==> src/rtl/mem_port_arbiter.sv <==
// Arbiter for the single-port unified instruction/data memory.
// Serialises fetch reads and MEM-stage loads/stores, one access at a time,
// sequences the synchronous read latency and returns registered read data
// with one-cycle valid pulses. Data has priority, with an anti-starvation
// limit that eventually forces a pending fetch through.
module mem_port_arbiter #(
    parameter int AW         = 32,
    parameter int DW         = 32,
    parameter int MEM_LAT    = 1,
    parameter int STARVE_MAX = 2
) (
    input  logic          clk,
    input  logic          rst,
    input  logic          if_req,
    input  logic [AW-1:0] if_addr,
    input  logic          if_flush,
    output logic [DW-1:0] if_rdata,
    output logic          if_valid,
    output logic          halt_f,
    input  logic          d_req,
    input  logic          d_we,
    input  logic [AW-1:0] d_addr,
    input  logic [DW-1:0] d_wdata,
    output logic [DW-1:0] d_rdata,
    output logic          d_valid,
    output logic          d_stall,
    output logic [AW-1:0] mem_addr,
    output logic [DW-1:0] mem_wrdata,
    output logic          mem_wren,
    input  logic [DW-1:0] mem_rddata
);

    localparam int LW = $clog2(MEM_LAT + 1);
    localparam int SW = $clog2(STARVE_MAX + 1);

    typedef enum logic [1:0] {
        S_IDLE,
        S_ACCESS,
        S_WAIT
    } state_t;

    state_t          state_q;
    logic            ownerData_q;
    logic            we_q;
    logic            cancel_q;
    logic [LW-1:0]   latCnt_q;
    logic [SW-1:0]   starveCnt_q;
    logic [SW-1:0]   starveCnt_d;
    logic [AW-1:0]   memAddr_q;
    logic [DW-1:0]   memWrdata_q;
    logic            memWren_q;
    logic [DW-1:0]   ifRdata_q;
    logic [DW-1:0]   dRdata_q;
    logic            ifValid_q;
    logic            dValid_q;

    logic            fetchEligible;
    logic            dataEligible;
    logic            starved;
    logic            inIdle;
    logic            grantFetch;
    logic            grantData;
    logic            lastWait;
    logic            fetchKilled;

    // A requester whose result is being returned this cycle is dropping its
    // request, so it must not be granted again; a flush blocks fetch grants.
    assign fetchEligible = if_req & ~if_flush & ~ifValid_q;
    assign dataEligible  = d_req & ~dValid_q;
    assign starved       = (starveCnt_q == SW'(STARVE_MAX));
    assign inIdle        = (state_q == S_IDLE);
    assign grantFetch    = inIdle & fetchEligible & (~dataEligible | starved);
    assign grantData     = inIdle & dataEligible & ~grantFetch;
    assign lastWait      = (latCnt_q == LW'(1));
    assign fetchKilled   = cancel_q | if_flush;

    // Counts consecutive data wins over an eligible fetch, saturating at the limit.
    always_comb begin
        starveCnt_d = starveCnt_q;
        if (!if_req || grantFetch) begin
            starveCnt_d = '0;
        end else if (grantData && fetchEligible && !starved) begin
            starveCnt_d = starveCnt_q + SW'(1);
        end
    end

    // Access sequencer: grant in IDLE, one ACCESS cycle, then MEM_LAT WAIT cycles for reads.
    always_ff @(posedge clk or posedge rst) begin
        if (rst) begin
            state_q     <= S_IDLE;
            ownerData_q <= 1'b0;
            we_q        <= 1'b0;
            cancel_q    <= 1'b0;
            latCnt_q    <= '0;
            starveCnt_q <= '0;
            memAddr_q   <= '0;
            memWrdata_q <= '0;
            memWren_q   <= 1'b0;
            ifRdata_q   <= '0;
            dRdata_q    <= '0;
            ifValid_q   <= 1'b0;
            dValid_q    <= 1'b0;
        end else begin
            starveCnt_q <= starveCnt_d;
            ifValid_q   <= 1'b0;
            dValid_q    <= 1'b0;
            memWren_q   <= 1'b0;
            case (state_q)
                S_IDLE: begin
                    if (grantFetch) begin
                        ownerData_q <= 1'b0;
                        we_q        <= 1'b0;
                        cancel_q    <= 1'b0;
                        memAddr_q   <= if_addr;
                        memWrdata_q <= '0;
                        state_q     <= S_ACCESS;
                    end else if (grantData) begin
                        ownerData_q <= 1'b1;
                        we_q        <= d_we;
                        cancel_q    <= 1'b0;
                        memAddr_q   <= d_addr;
                        memWrdata_q <= d_wdata;
                        memWren_q   <= d_we;
                        state_q     <= S_ACCESS;
                    end
                end
                S_ACCESS: begin
                    if (!ownerData_q && if_flush) begin
                        cancel_q <= 1'b1;
                    end
                    if (we_q) begin
                        dValid_q <= 1'b1;
                        state_q  <= S_IDLE;
                    end else begin
                        latCnt_q <= LW'(MEM_LAT);
                        state_q  <= S_WAIT;
                    end
                end
                S_WAIT: begin
                    if (!ownerData_q && if_flush) begin
                        cancel_q <= 1'b1;
                    end
                    latCnt_q <= latCnt_q - LW'(1);
                    if (lastWait) begin
                        state_q <= S_IDLE;
                        if (ownerData_q) begin
                            dRdata_q <= mem_rddata;
                            dValid_q <= 1'b1;
                        end else if (!fetchKilled) begin
                            ifRdata_q <= mem_rddata;
                            ifValid_q <= 1'b1;
                        end
                    end
                end
                default: begin
                    state_q <= S_IDLE;
                end
            endcase
        end
    end

    assign mem_addr   = memAddr_q;
    assign mem_wrdata = memWrdata_q;
    assign mem_wren   = memWren_q;
    assign if_rdata   = ifRdata_q;
    assign if_valid   = ifValid_q;
    assign d_rdata    = dRdata_q;
    assign d_valid    = dValid_q;
    assign halt_f     = if_req & ~ifValid_q;
    assign d_stall    = d_req & ~dValid_q;

endmodule

==> config.mk <==
export PLATFORM = sky130hd
export DESIGN_NAME = mem_port_arbiter
export DESIGN_NICKNAME = d
export VERILOG_FILES = /design/src/rtl/mem_port_arbiter.sv
export SDC_FILE = /design/constraint.sdc
export NUM_CORES = 1
export LEC_CHECK = 0
export CAP_MARGIN = 15
export CORE_MARGIN = 1.5
export CORE_UTILIZATION = 40
export CTS_CLUSTER_SIZE = 25
export DETAILED_ROUTE_END_ITERATION = 6
export GPL_TIMING_DRIVEN = 0
export PLACE_DENSITY = 0.77
export SLEW_MARGIN = 25
export SYNTH_ARGS = -nofsm -noshare
export SYNTH_HDL_FRONTEND = slang
export SYNTH_SLANG_ARGS = --single-unit
==> constraint.sdc <==
create_clock -name clk -period 8.1 [get_ports clk]
set_input_delay 1.62 -clock clk [delete_from_list [all_inputs] [get_ports clk]]
set_output_delay 1.62 -clock clk [all_outputs]
set_load 0.01 [all_outputs]
==> results of run 1 <==
-- kinds of logic (layout without fill, tap and decap cells) --
| family | after synthesis | count (layout) | synth area share [%] |
|---|---|---|---|
| and+or+nand+nor | 49 | 49 | 6.369 |
| buffers and inverters | 35 | 334 | 2.934 |
| AOI/OAI and AO/OA | 76 | 76 | 12.63 |
| DFF | 139 | 139 | 63.24 |
| muxes | 67 | 67 | 13.69 |
| adders and majority gates | 5 | 5 | 1.137 |
-- power breakdown --
| group | switching, µW | leakage, µW | internal [µW] |
|---|---|---|---|
| Sequential | 179 | 0.00172 | 1020 |
| Clock | 288 | 0.000316 | 561 |
| Combinational | 613 | 0.00178 | 907 |
| Total | 1080 | 0.00382 | 2480 |
-- final timing paths --
path / endpoint / slack [ns] / depth (start not counted)
worst min register to register: d_rdata[16]$_DFFE_PP0N_ / 0.50 / 1
worst max-delay path: d_stall / 3.53 / 4
worst max register to register: if_rdata[20]$_DFFE_PP0P_ / 5.86 / 6
worst min-delay path: d_rdata[16]$_DFFE_PP0N_ / 0.50 / 1
min in group asynchronous: if_rdata[23]$_DFFE_PP0P_ / 1.64 / 2
max in group asynchronous: ownerData_q$_DFFE_PP0P_ / 5.74 / 3
-- worst max-delay path: stages --
cell             delay, ns
clkdlybuf4s50_1       0.47
nand2b_1              0.10
inv_1                 0.17
clkdlybuf4s50_1       0.58
-- state kept, by name (all words and copies together) (netlist names) --
register     cells
if_valid         1
ownerData_q      1
d_valid          1
mem_wren         1
we_q             1
if_rdata        32
mem_wrdata      32
d_rdata         32
mem_addr        32
cancel_q         1
state_q          2
starveCnt_q      2
lastWait         1
-- through the flow --
| stage | utilization, % | worst slack (ns) |
|---|---|---|
| 2_1_floorplan | - | 2.755 |
| 3_3_place_gp | 62.80 | 0.9571 |
| 3_5_place_dp | 63.07 | 3.536 |
| 4_1_cts | 67.94 | 3.528 |
| 5_1_grt | 67.94 | 3.480 |
| 6_report | 67.94 | 3.534 |
-- layer usage --
layer / GRT usage [%] / vias up / share of wire, %
li1: - / 1978 / -
met1: 25.51 / 2222 / 37
met5: 0 / - / 0
met2: 40.96 / 191 / 52
met3: 8.726 / 21 / 9.3
met4: 8.235 / 0 / 1.7
-- layout by cell type, fill, tap and decap left out, drive strengths merged --
cell type / count
nand2b: 2
a32oi: 1
bufinv: 5
ha: 5
a21oi: 2
nand3b: 1
mux2i: 1
nand4bb: 1
inv: 8
a22o: 32
nor3b: 33
mux2: 66
clkbuf: 34
a21boi: 4
o211a: 1
or3b: 1
nor4: 1
nor2b: 1
a221o: 32
nand2: 7
a311oi: 1
dfrtp: 139
a21o: 2
or4: 1
clkinv: 5
clkdlybuf4s50: 266
o2111a: 1
clkinvlp: 2
nand3: 1
buf: 14
-- area by class of cell --
cell class                      count  area [µm²]  area share (%)
Inverter                            8       37.54          0.4139
Multi-Input combinational cell    197        1861           20.52
Timing Repair Buffer              267        2690           29.66
Buffer                             27       131.4           1.449
Clock buffer                       20       456.7           5.036
Clock inverter                     12       193.9           2.139
Sequential cell                   139        3478           38.36
Tap cell                          176       220.2           2.428
==> results.toml, run 1 <==
[grt]
grt_remaining_overflow = 0
grt_start_max_net_pins = 73
grt_pass1_wl_um = 25820
track_usage_pct = 23.18
antenna_found_initial = 0
grt_pass1_vias = 4907

[clock_network]
clk_pin_slew_ns = 0.06
cts_buffers = 17
cts_setup_buffers = 0
clk_path_buf_depth = 2
cts-root-buf = "clkbuf_16"
cts_max_level = 4
hold_buffers = 0
insertion_delay_ns = 0.42
cts_tree = "yes"
cts_resized = 0
clock-sinks = 139

[yosys]
async_reset_ff_share_pct = 100.0
ys_warn_count = 0
ys_types = 31
ys_seq_area_share_pct = 63.24
post-synth-top-count-cell = "dfrtp_1"
syn_avg_cell_area_um2 = 14.83
yosysTopAreaCell = "dfrtp_1"
yosys.area.top_type_share_pct = 63.24
ys_ff_latch = 139
synth_edf_count = 0
synthFlopType = "dfrtp_1"
syn-num-nets = 510
yosys-top-cells-count = "dfrtp_1 (139), mux2_2 (66), a221o_1 (32), a22o_1 (32), nor3b_1 (32)"
synthesis.area_mm2 = 0.005500
synth_area_leaders = "dfrtp_1 (63%), mux2_2 (14%), a221o_1 (5.8%)"
synth_cells = 371

[placed_design]
portBuffers = 266
gp_congestion = 0.7825
hpwl_um = 12160
dp.cells = 814
placed_area_mm2 = 0.008418

[min_path]
min_path_type = "flip-flop to flip-flop"
hp-start = "d_rdata[16]$_DFFE_PP0N_"

[critical_path]
end_kind = "output port"
critPathArrivalTime_ns = 2.95
r2r-start = "state_q[0]$_DFFE_PP0P_"
cp-startpoint = "d_req"
start_kind = "primary input"
path_max_fanout = 5
worstSetupPathType = "primary input to output port"
cp.required_ns = 6.48

[sta]
setup_viol = 0
fmax_ghz = 0.2190
slew-limit-headroom_pct = 54.93
skew_ns = 0.008900
finalHoldViolCount = 0
tns_ns = 0
timing.final.crit_share_pct = 56.37
min_period_ns = 4.566
worstMarginPinSlew_ns = 0.6704
rsz0062_at_grt = "false"
drv_slew = 0
holdWs_ns = 0.5031

[route]
avgViaCountPerCell = 5.215
drc = 0
drtIter0Drc = 186
wirelength_um = 16430
avgRoutedWirePerCell_um = 19.43
first_pass_iters = 4
detail-route-antenna-nets = 0
num_vias = 4412

[run_status]
status = "finished, final reports clean"

[pwr]
power_density_mw_per_mm2 = 393.0
p_leak_uw = 0.003816
power_uw = 3564
vdd_drop_max_mv = 0.2040

[die]
fp-row-count = 42
ios = 267
core_mm2 = 0.01335
initial_core_util_pct = 41.21
die_w_um = 120.3
die_area_mm2 = 0.01446
chipHeight_um = 120.3

[finish]
drive_above_1_share_pct = 16.87
fin_cells = 846
area_delta_synth_final_pct = 64.88
num_antenna_cells = 0
stdcell_area_mm2 = 0.009069
num-nets-final = 796
num-fill-cells = 1001

[flow_run]
maxCapViolCount = 0
Power figures use the tool's default switching activity.
==> run 2: changes to the inputs <==
--- a/config.mk
+++ b/config.mk
@@ -7,11 +7,11 @@
 export LEC_CHECK = 0
 export CAP_MARGIN = 15
 export CORE_MARGIN = 1.5
-export CORE_UTILIZATION = 40
+export CORE_UTILIZATION = 37
 export CTS_CLUSTER_SIZE = 25
 export DETAILED_ROUTE_END_ITERATION = 6
 export GPL_TIMING_DRIVEN = 0
-export PLACE_DENSITY = 0.77
+export PLACE_DENSITY = 0.75
 export SLEW_MARGIN = 25
 export SYNTH_ARGS = -nofsm -noshare
 export SYNTH_HDL_FRONTEND = slang
==> constraint.sdc (replaced) <==
create_clock -name clk -period 3.9 [get_ports clk]
set_input_delay 0.78 -clock clk [delete_from_list [all_inputs] [get_ports clk]]
set_output_delay 0.78 -clock clk [all_outputs]
set_load 0.01 [all_outputs]
==> results.toml, run 2 (synthesis results as in run 1) <==
[sta]
setup_viol = 0
tns_ns = 0
rsz0062_at_grt = "false"
finalHoldViolCount = 0
drv_slew = 0
timing.final.ws_setup_ns = 1.001
timing.final.crit_share_pct = 74.33
min_period_ns = 2.899
slew-limit-headroom_pct = 57.14
fmax_ghz = 0.3450
skew_ns = 0.005246
worstMarginPinSlew_ns = 0.6376

[critical_path]
end_kind = "output port"
cp_cell_sequence = "clkdlybuf4s50_1 > nand2b_1 > inv_1 > clkdlybuf4s50_1"
worst_path_max_delay_cell = "clkdlybuf4s50_1"
critPathMostFrequentCell = "clkdlybuf4s50_1"
critPathArrivalTime_ns = 2.12
cp.required_ns = 3.12
path_max_fanout = 5
slowest_delay_ns = 0.58
r2r-start = "state_q[0]$_DFFE_PP0P_"
r2r_end = "if_rdata[23]$_DFFE_PP0P_"
rr_worst_depth = 6
start_kind = "primary input"
worstSetupPathType = "primary input to output port"
r2r_slack_ns = 1.73

[flow_run]
maxCapViolCount = 0

[route]
first_pass_iters = 4
drc = 0
wirelength_um = 16590
avgViaCountPerCell = 5.138
avgRoutedWirePerCell_um = 19.38
num_vias = 4398
detail-route-antenna-nets = 0
drtIter0Drc = 162

[grt]
antenna_found_initial = 0
grt_start_max_net_pins = 32
track_usage_pct = 21.41
grt_remaining_overflow = 0
grt_pass1_wl_um = 26040
grt_pass1_vias = 4846

[placed_design]
placed_area_mm2 = 0.008477
portBuffers = 266
gp_congestion = 0.8889
detailedPlace.worstSlack_ns = 1.035
hpwl_um = 12280

[finish]
drive_above_1_share_pct = 17.11
num-nets-final = 799
stdcell_area_mm2 = 0.009135
num-fill-cells = 1094
final_common_cell = "clkdlybuf4s50_1"
post-route-util_pct = 62.85
num_antenna_cells = 0
area_delta_synth_final_pct = 66.08
final_cell_mix = "clkdlybuf4s50_1 (266), dfrtp_1 (139), mux2_2 (66)"

[min_path]
min_path_type = "flip-flop to flip-flop"
hp-start = "d_rdata[8]$_DFFE_PP0N_"
hold_depth = 1
min_to = "d_rdata[8]$_DFFE_PP0N_"

[pwr]
power_density_mw_per_mm2 = 813.2
p_leak_uw = 0.003835
vdd_drop_max_mv = 0.5176

[clock_network]
clk_path_buf_depth = 2
insertion_delay_ns = 0.42
cts-root-buf = "clkbuf_16"
cts_max_level = 4
cts_buffers = 17
hold_buffers = 0
clock-sinks = 139
cts_tree = "yes"
cts_setup_buffers = 0
cts_resized = 0
clk_pin_slew_ns = 0.06

[die]
core_mm2 = 0.01453
fp-row-count = 44
ios = 267
chipHeight_um = 124.9
initial_core_util_pct = 37.84
die_w_um = 124.9
die_area_mm2 = 0.01561

[run_status]
status = "finished, final reports clean"
==> run 2: per-stage QoR <==
| step | hold slack (ns) | std cells | total power (µW) |
|---|---|---|---|
| 2_1_floorplan | 0.4625 | 371 | 3859 |
| 3_3_place_gp | 0.4857 | 821 | 5558 |
| 3_5_place_dp | 0.4929 | 825 | 5661 |
| 4_1_cts | 0.5066 | 856 | 7510 |
| 5_1_grt | 0.5163 | 856 | 7808 |
| 6_report | 0.5040 | 856 | 7429 |
==> run 2: how the worst max path moves through the flow <==
stage / from / end / slack (ns) / cells after the start
5_1_grt: d_req / d_stall / 0.95 / 4
2_1_floorplan: rst / cancel_q$_DFFE_PP0P_ / 1.38 / 1
3_5_place_dp: d_req / d_stall / 1.04 / 4
4_1_cts: d_req / d_stall / 1.02 / 4
3_3_place_gp: rst / if_rdata[6]$_DFFE_PP0P_ / 0.19 / 2
6_report: d_req / d_stall / 1.00 / 4
==> run 2: worst max-delay path: cells and delay by family <==
| kind | cells | cell delay, ns |
|---|---|---|
| buffers and inverters | 3 | 1.23 |
| AND/OR/NAND/NOR | 1 | 0.11 |
==> run 2: layout make-up <==
cell class	count	area, µm²	share of cell area, %
repair buffers	270	2743	30.02
plain buffers	27	131.4	1.438
clock buffers	21	470.5	5.150
well taps	184	230.2	2.520
inverters	8	33.78	0.3698
clock inverters	10	187.7	2.055
multi-input cells	197	1861	20.37
flip-flops and latches	139	3478	38.08
==> run 2: power by group <==
group | internal [µW] | leakage [µW] | switching (µW)
registers | 2110 | 0.00172 | 380
logic | 1890 | 0.00180 | 1260
clock network | 1180 | 0.000316 | 603
==> run 2: per-layer routing <==
layer  track usage, %  wire length, µm  vias up
met5                0                0        -
li1                 -                -     1977
met2            36.55             8187      201
met3            8.548             1478       33
met4            8.222              415        0
met1            24.14             6510     2187
==> RTL change 1, RTL diff (settings of run 2) <==
The parameter `AW` goes from 32 to 48.
--- a/src/rtl/mem_port_arbiter.sv
+++ b/src/rtl/mem_port_arbiter.sv
@@ -4,7 +4,7 @@
 // with one-cycle valid pulses. Data has priority, with an anti-starvation
 // limit that eventually forces a pending fetch through.
 module mem_port_arbiter #(
-    parameter int AW         = 32,
+    parameter int AW         = 48,
     parameter int DW         = 32,
     parameter int MEM_LAT    = 1,
     parameter int STARVE_MAX = 2
Interface: changed (resized d_addr, if_addr and mem_addr); port bits go from 267 to 315. No check against the original RTL was run, so the function may have changed too.
==> RTL change 1 against run 2 <==
  * Design area rose by 14%
  * Total power is 9.2% higher
  * Setup slack worse by 0.00070 ns
  * Core utilization up 0.14 points
  * Largest power group unchanged
  * Synthesized area is 13% higher
  * Non-clock buffer count up 58
  * Critical endpoint unchanged
  * Sequential cell count rose by 16
  * Routed wire length increased by 18%
  * Critical path depth did not move
==> RTL change 1: results (changes against run 2) <==
status: finished, final reports clean
Commonest cells post-synth: dfrtp_1, mux2_2, nor3b_1
vias in the first global route: 5,690 (+17%)
largest net degree at the start of global routing: 31 (-3.1%)
sequential-to-total area share from yosys stat: 0.621 (-0.0109)
sw power: 2.54 mW (+13%)
final wirelength: 19,500 µm (+18%)
peak supply drop: 0.390 mV (-25%)
port bufs: 314 (+18%)
initial drt markers: 200 (+23%)
Worst-Margin Slew: 0.663 ns (+0.0249 ns)
Initial DRT Pass Iterations: 6 (+2)
initial antenna violation count: 1 (+1)
Syn Nets: 599 (+17%)
synth top area cells: dfrtp_1, mux2_2, a221o_1
Via Count: 5,130 (+17%)
final net count: 938 (+17%)
Yosys cell types: 30 (-3.2%)
skew final: 0.00834 ns (+0.00310 ns)
P_leak: 4.32 nW (+13%)
GPL Wtd Cong: 0.878 (-1.3%)
Tot GR Track Use: 0.226 (+0.0123)
share of cells above drive strength 1: 0.158 (-0.0134)
final HPWL from detailed placement: 14,800 µm (+21%)
global-route wire length before repair: 31,200 µm (+20%)
RTL change 1: cell types whose count changed after synthesis, moves of 2 or more:
cell	run 2	this run
a221o_1	32	48
buf_2	9	13
buf_6	2	6
dfrtp_1	139	155
nand2_1	7	5
nor2_1	0	2
nor3b_1	32	49
RTL change 1: final timing paths:
kind                                from       endpoint  slack (ns)  cells past startpoint
setup / recovery                   d_req        d_stall        1.00                      4
setup reg to reg              state_q[1]    mem_addr[5]        1.66                      8
min in group asynchronous            rst   mem_addr[46]        0.65                      2
max in group asynchronous            rst     d_rdata[0]        2.45                      5
hold / removal             mem_wrdata[3]  mem_wrdata[3]        0.50                      1
hold reg to reg            mem_wrdata[3]  mem_wrdata[3]        0.50                      1
RTL change 1: cell type report:
| cell class | instances | area (µm²) |
|---|---|---|
| fillers | 1301 | 6120 |
| flip-flops and latches | 155 | 3880 |
| repair buffers | 320 | 3290 |
| multi-input cells | 230 | 2140 |
| clock buffers | 21 | 460 |
| well taps | 220 | 275 |
| plain buffers | 35 | 193 |
| clock inverters | 11 | 143 |
| inverters | 8 | 33.8 |
RTL change 1: power by group through the flow:
| stage | logic (mW) | registers (mW) | clock network [mW] |
|---|---|---|---|
| 6_report | 3.64 | 2.78 | 1.69 |
| 5_1_grt | 3.89 | 2.87 | 1.79 |
| 4_1_cts | 3.68 | 2.78 | 1.73 |
| 3_5_place_dp | 3.65 | 2.80 | 0 |
| 3_3_place_gp | 3.56 | 2.76 | 0 |
| 2_1_floorplan | 1.30 | 3.08 | 0 |
RTL change 1: metal layers:
metal / global-route usage / wire length, µm / up-vias
met2: 0.393 / 9750 / 223
met4: 0.0702 / 282 / 2
met5: 0 / 13 / -
met1: 0.256 / 7590 / 2574
li1: - / - / 2310
met3: 0.0893 / 1870 / 21
RTL change 1: cells by family after synthesis:
group           after synthesis  share of synthesized area
simple gates                 66                     0.0754
fa+ha+maj                     5                     0.0100
compound gates               91                      0.135
buf+inv                      43                     0.0357
flops                       155                      0.621
mux                          68                      0.122
RTL change 1: through the flow:
stage	cells	TNS [ns]
detailed placement	968	0
CTS	1000	0
finish	1000	0
floorplan	428	0
global route	1000	0
global placement	962	-5.69
==> RTL change 2, RTL diff (config.mk and constraints of run 2) <==
Made on the original files. Reset style: synchronous (`rst`), changed in one clocked block.
--- a/src/rtl/mem_port_arbiter.sv
+++ b/src/rtl/mem_port_arbiter.sv
@@ -85,7 +85,7 @@
     end
 
     // Access sequencer: grant in IDLE, one ACCESS cycle, then MEM_LAT WAIT cycles for reads.
-    always_ff @(posedge clk or posedge rst) begin
+    always_ff @(posedge clk) begin
         if (rst) begin
             state_q     <= S_IDLE;
             ownerData_q <= 1'b0;
Formal check against the unedited RTL: differs if rst is asserted again (counterexample within 4 cycles, from zero or initial values and one cycle with rst high); with rst held inactive, the same outputs for 4 cycles.
==> RTL change 2 against run 2 <==
  * Design area fell by 3.8%
  * Global-route usage rose by 0.63 points
  * Hold slack got worse by 0.053 ns
  * Setup slack worse by 0.071 ns
  * Count of clock-buffer cells in the layout unchanged
  * Sequential share of layout area down 6.4 points
  * Sequential cell count unchanged
  * Via count is 23% higher
  * Synthesized area is 3.3% lower
  * Routed wire length grew 2.6%
  * Critical path depth down 1
  * Critical path type unchanged
  * Critical endpoint is now halt_f
  * Largest cell class is now buffers
  * Highest routed layer unchanged
Power is not compared: it rests on default switching activity, and its combinational part moved more than twofold at a synthesized area within 25%.
==> RTL change 2: results (changes against run 2) <==
cell internal pwr: 3.16 mW
Critical R2R Launch: state_q[0]
Post-DP Area: 8200 µm² (-3.3%)
Worst R2R Path Depth: 7 (+1)
Fill cells: 1,228 (+12%)
clk cell area share: 0.0671 (-0.00497)
final core utilization: 0.631 (+0.00198)
skew final: 0.00695 ns (+0.00170 ns)
Die Area: 15,100 µm² (-3.2%)
final net count: 1,047 (+31%)
leading register cell type out of synthesis: dfxtp_1
setup bufs post-CTS: 0 (unchanged)
Hold Crit Class: reg -> reg
final hold slack: 0.451 ns (-0.0529 ns)
synth top area cells: dfxtp_1, nand2_1, a21oi_1
share of cells above drive strength 1: 0.0890 (-0.0821)
crit-path max cell delay: 0.61 ns (+0.03 ns)
status: finished, final reports clean
buffering overhead: 0.330 (+0.0152)
Reg2Reg Setup Slack: 1.99 ns (+0.26 ns)
vias in the first global route: 5,097 (+5.2%)
placed cells: 1,069 (+30%)
hold wc startpoint: d_rdata[5]
number of diodes: 0 (unchanged)
number of non-clock buffers in the layout: 312 (+5.1%)
end of the worst register-to-register path: mem_wrdata[7]
DR WL/cell: 15.5 µm (-20%)
port bufs: 265 (-0.38%)
inverter count: 5 (-3)
final HPWL from detailed placement: 12,500 µm (+2.2%)
initial antenna violation count: 0 (unchanged)
CTS H-tree lvls: 4 (unchanged)
syn avg cell area: 8.52 µm² (-43%)
dpl ws: 0.956 ns (-0.0790 ns)
Worst Hold Path EP: d_rdata[5]
Via Count: 5,417 (+23%)
Tot GR Track Use: 0.220 (+0.00628)
yosys warns: 0 (unchanged)
initial drt markers: 232 (+43%)
global-route wire length before repair: 25,900 µm (-0.69%)
Syn Nets: 763 (+50%)
Yosys cell types: 35 (+13%)
clock slew at reported path FFs: 0.05 ns
fin. max-slew vios: 0 (unchanged)
final wirelength: 17,000 µm (+2.6%)
Initial DRT Pass Iterations: 5 (+1)
Commonest cells post-synth: nand2_1, dfxtp_1, nor2_1
sequential-to-total area share from yosys stat: 0.523 (-0.109)
hold depth: 2 (+1)
CP Data Arrival Time: 2.19 ns (+0.07 ns)
largest net degree at the start of global routing: 17 (-47%)
footprint of the multi-input gates: 2270 µm² (+22%)
Worst-Margin Slew: 0.610 ns (-0.0274 ns)
Multi-input comb cells: 433 (+120%)
Post-synth ARST share: 0 (-1.00)
sequential cell area: 2780 µm² (-20%)
clock tree buffer depth: 2 (unchanged)
clock buf count: 21 (unchanged)
GPL Wtd Cong: 0.809 (-9.0%)
-- RTL change 2: layer usage --
| layer | share of wire | global-route usage |
|---|---|---|
| met1 | 0.40 | 0.258 |
| met2 | 0.49 | 0.372 |
| met3 | 0.090 | 0.0835 |
| met4 | 0.019 | 0.0690 |
| met5 | 0 | 0 |
-- RTL change 2: how the worst max path moves through the flow --
stage | startpoint | endpoint | slack (ns) | depth (start not counted)
2_1_floorplan | if_flush | if_rdata[0] | 2.11 | 5
3_3_place_gp | if_req | halt_f | 0.93 | 3
3_5_place_dp | if_req | halt_f | 0.96 | 3
4_1_cts | if_req | halt_f | 0.93 | 3
5_1_grt | if_req | halt_f | 0.88 | 3
6_report | if_req | halt_f | 0.93 | 3
-- RTL change 2: kinds of logic after synthesis --
family	Yosys count	share of synthesized area
flip-flops	139	0.523
AO/OA/AOI/OAI	142	0.194
buffers and inverters	52	0.0496
AND/OR/NAND/NOR	285	0.219
multiplexers	1	0.00188
adder cells (fa/ha/maj)	5	0.0118
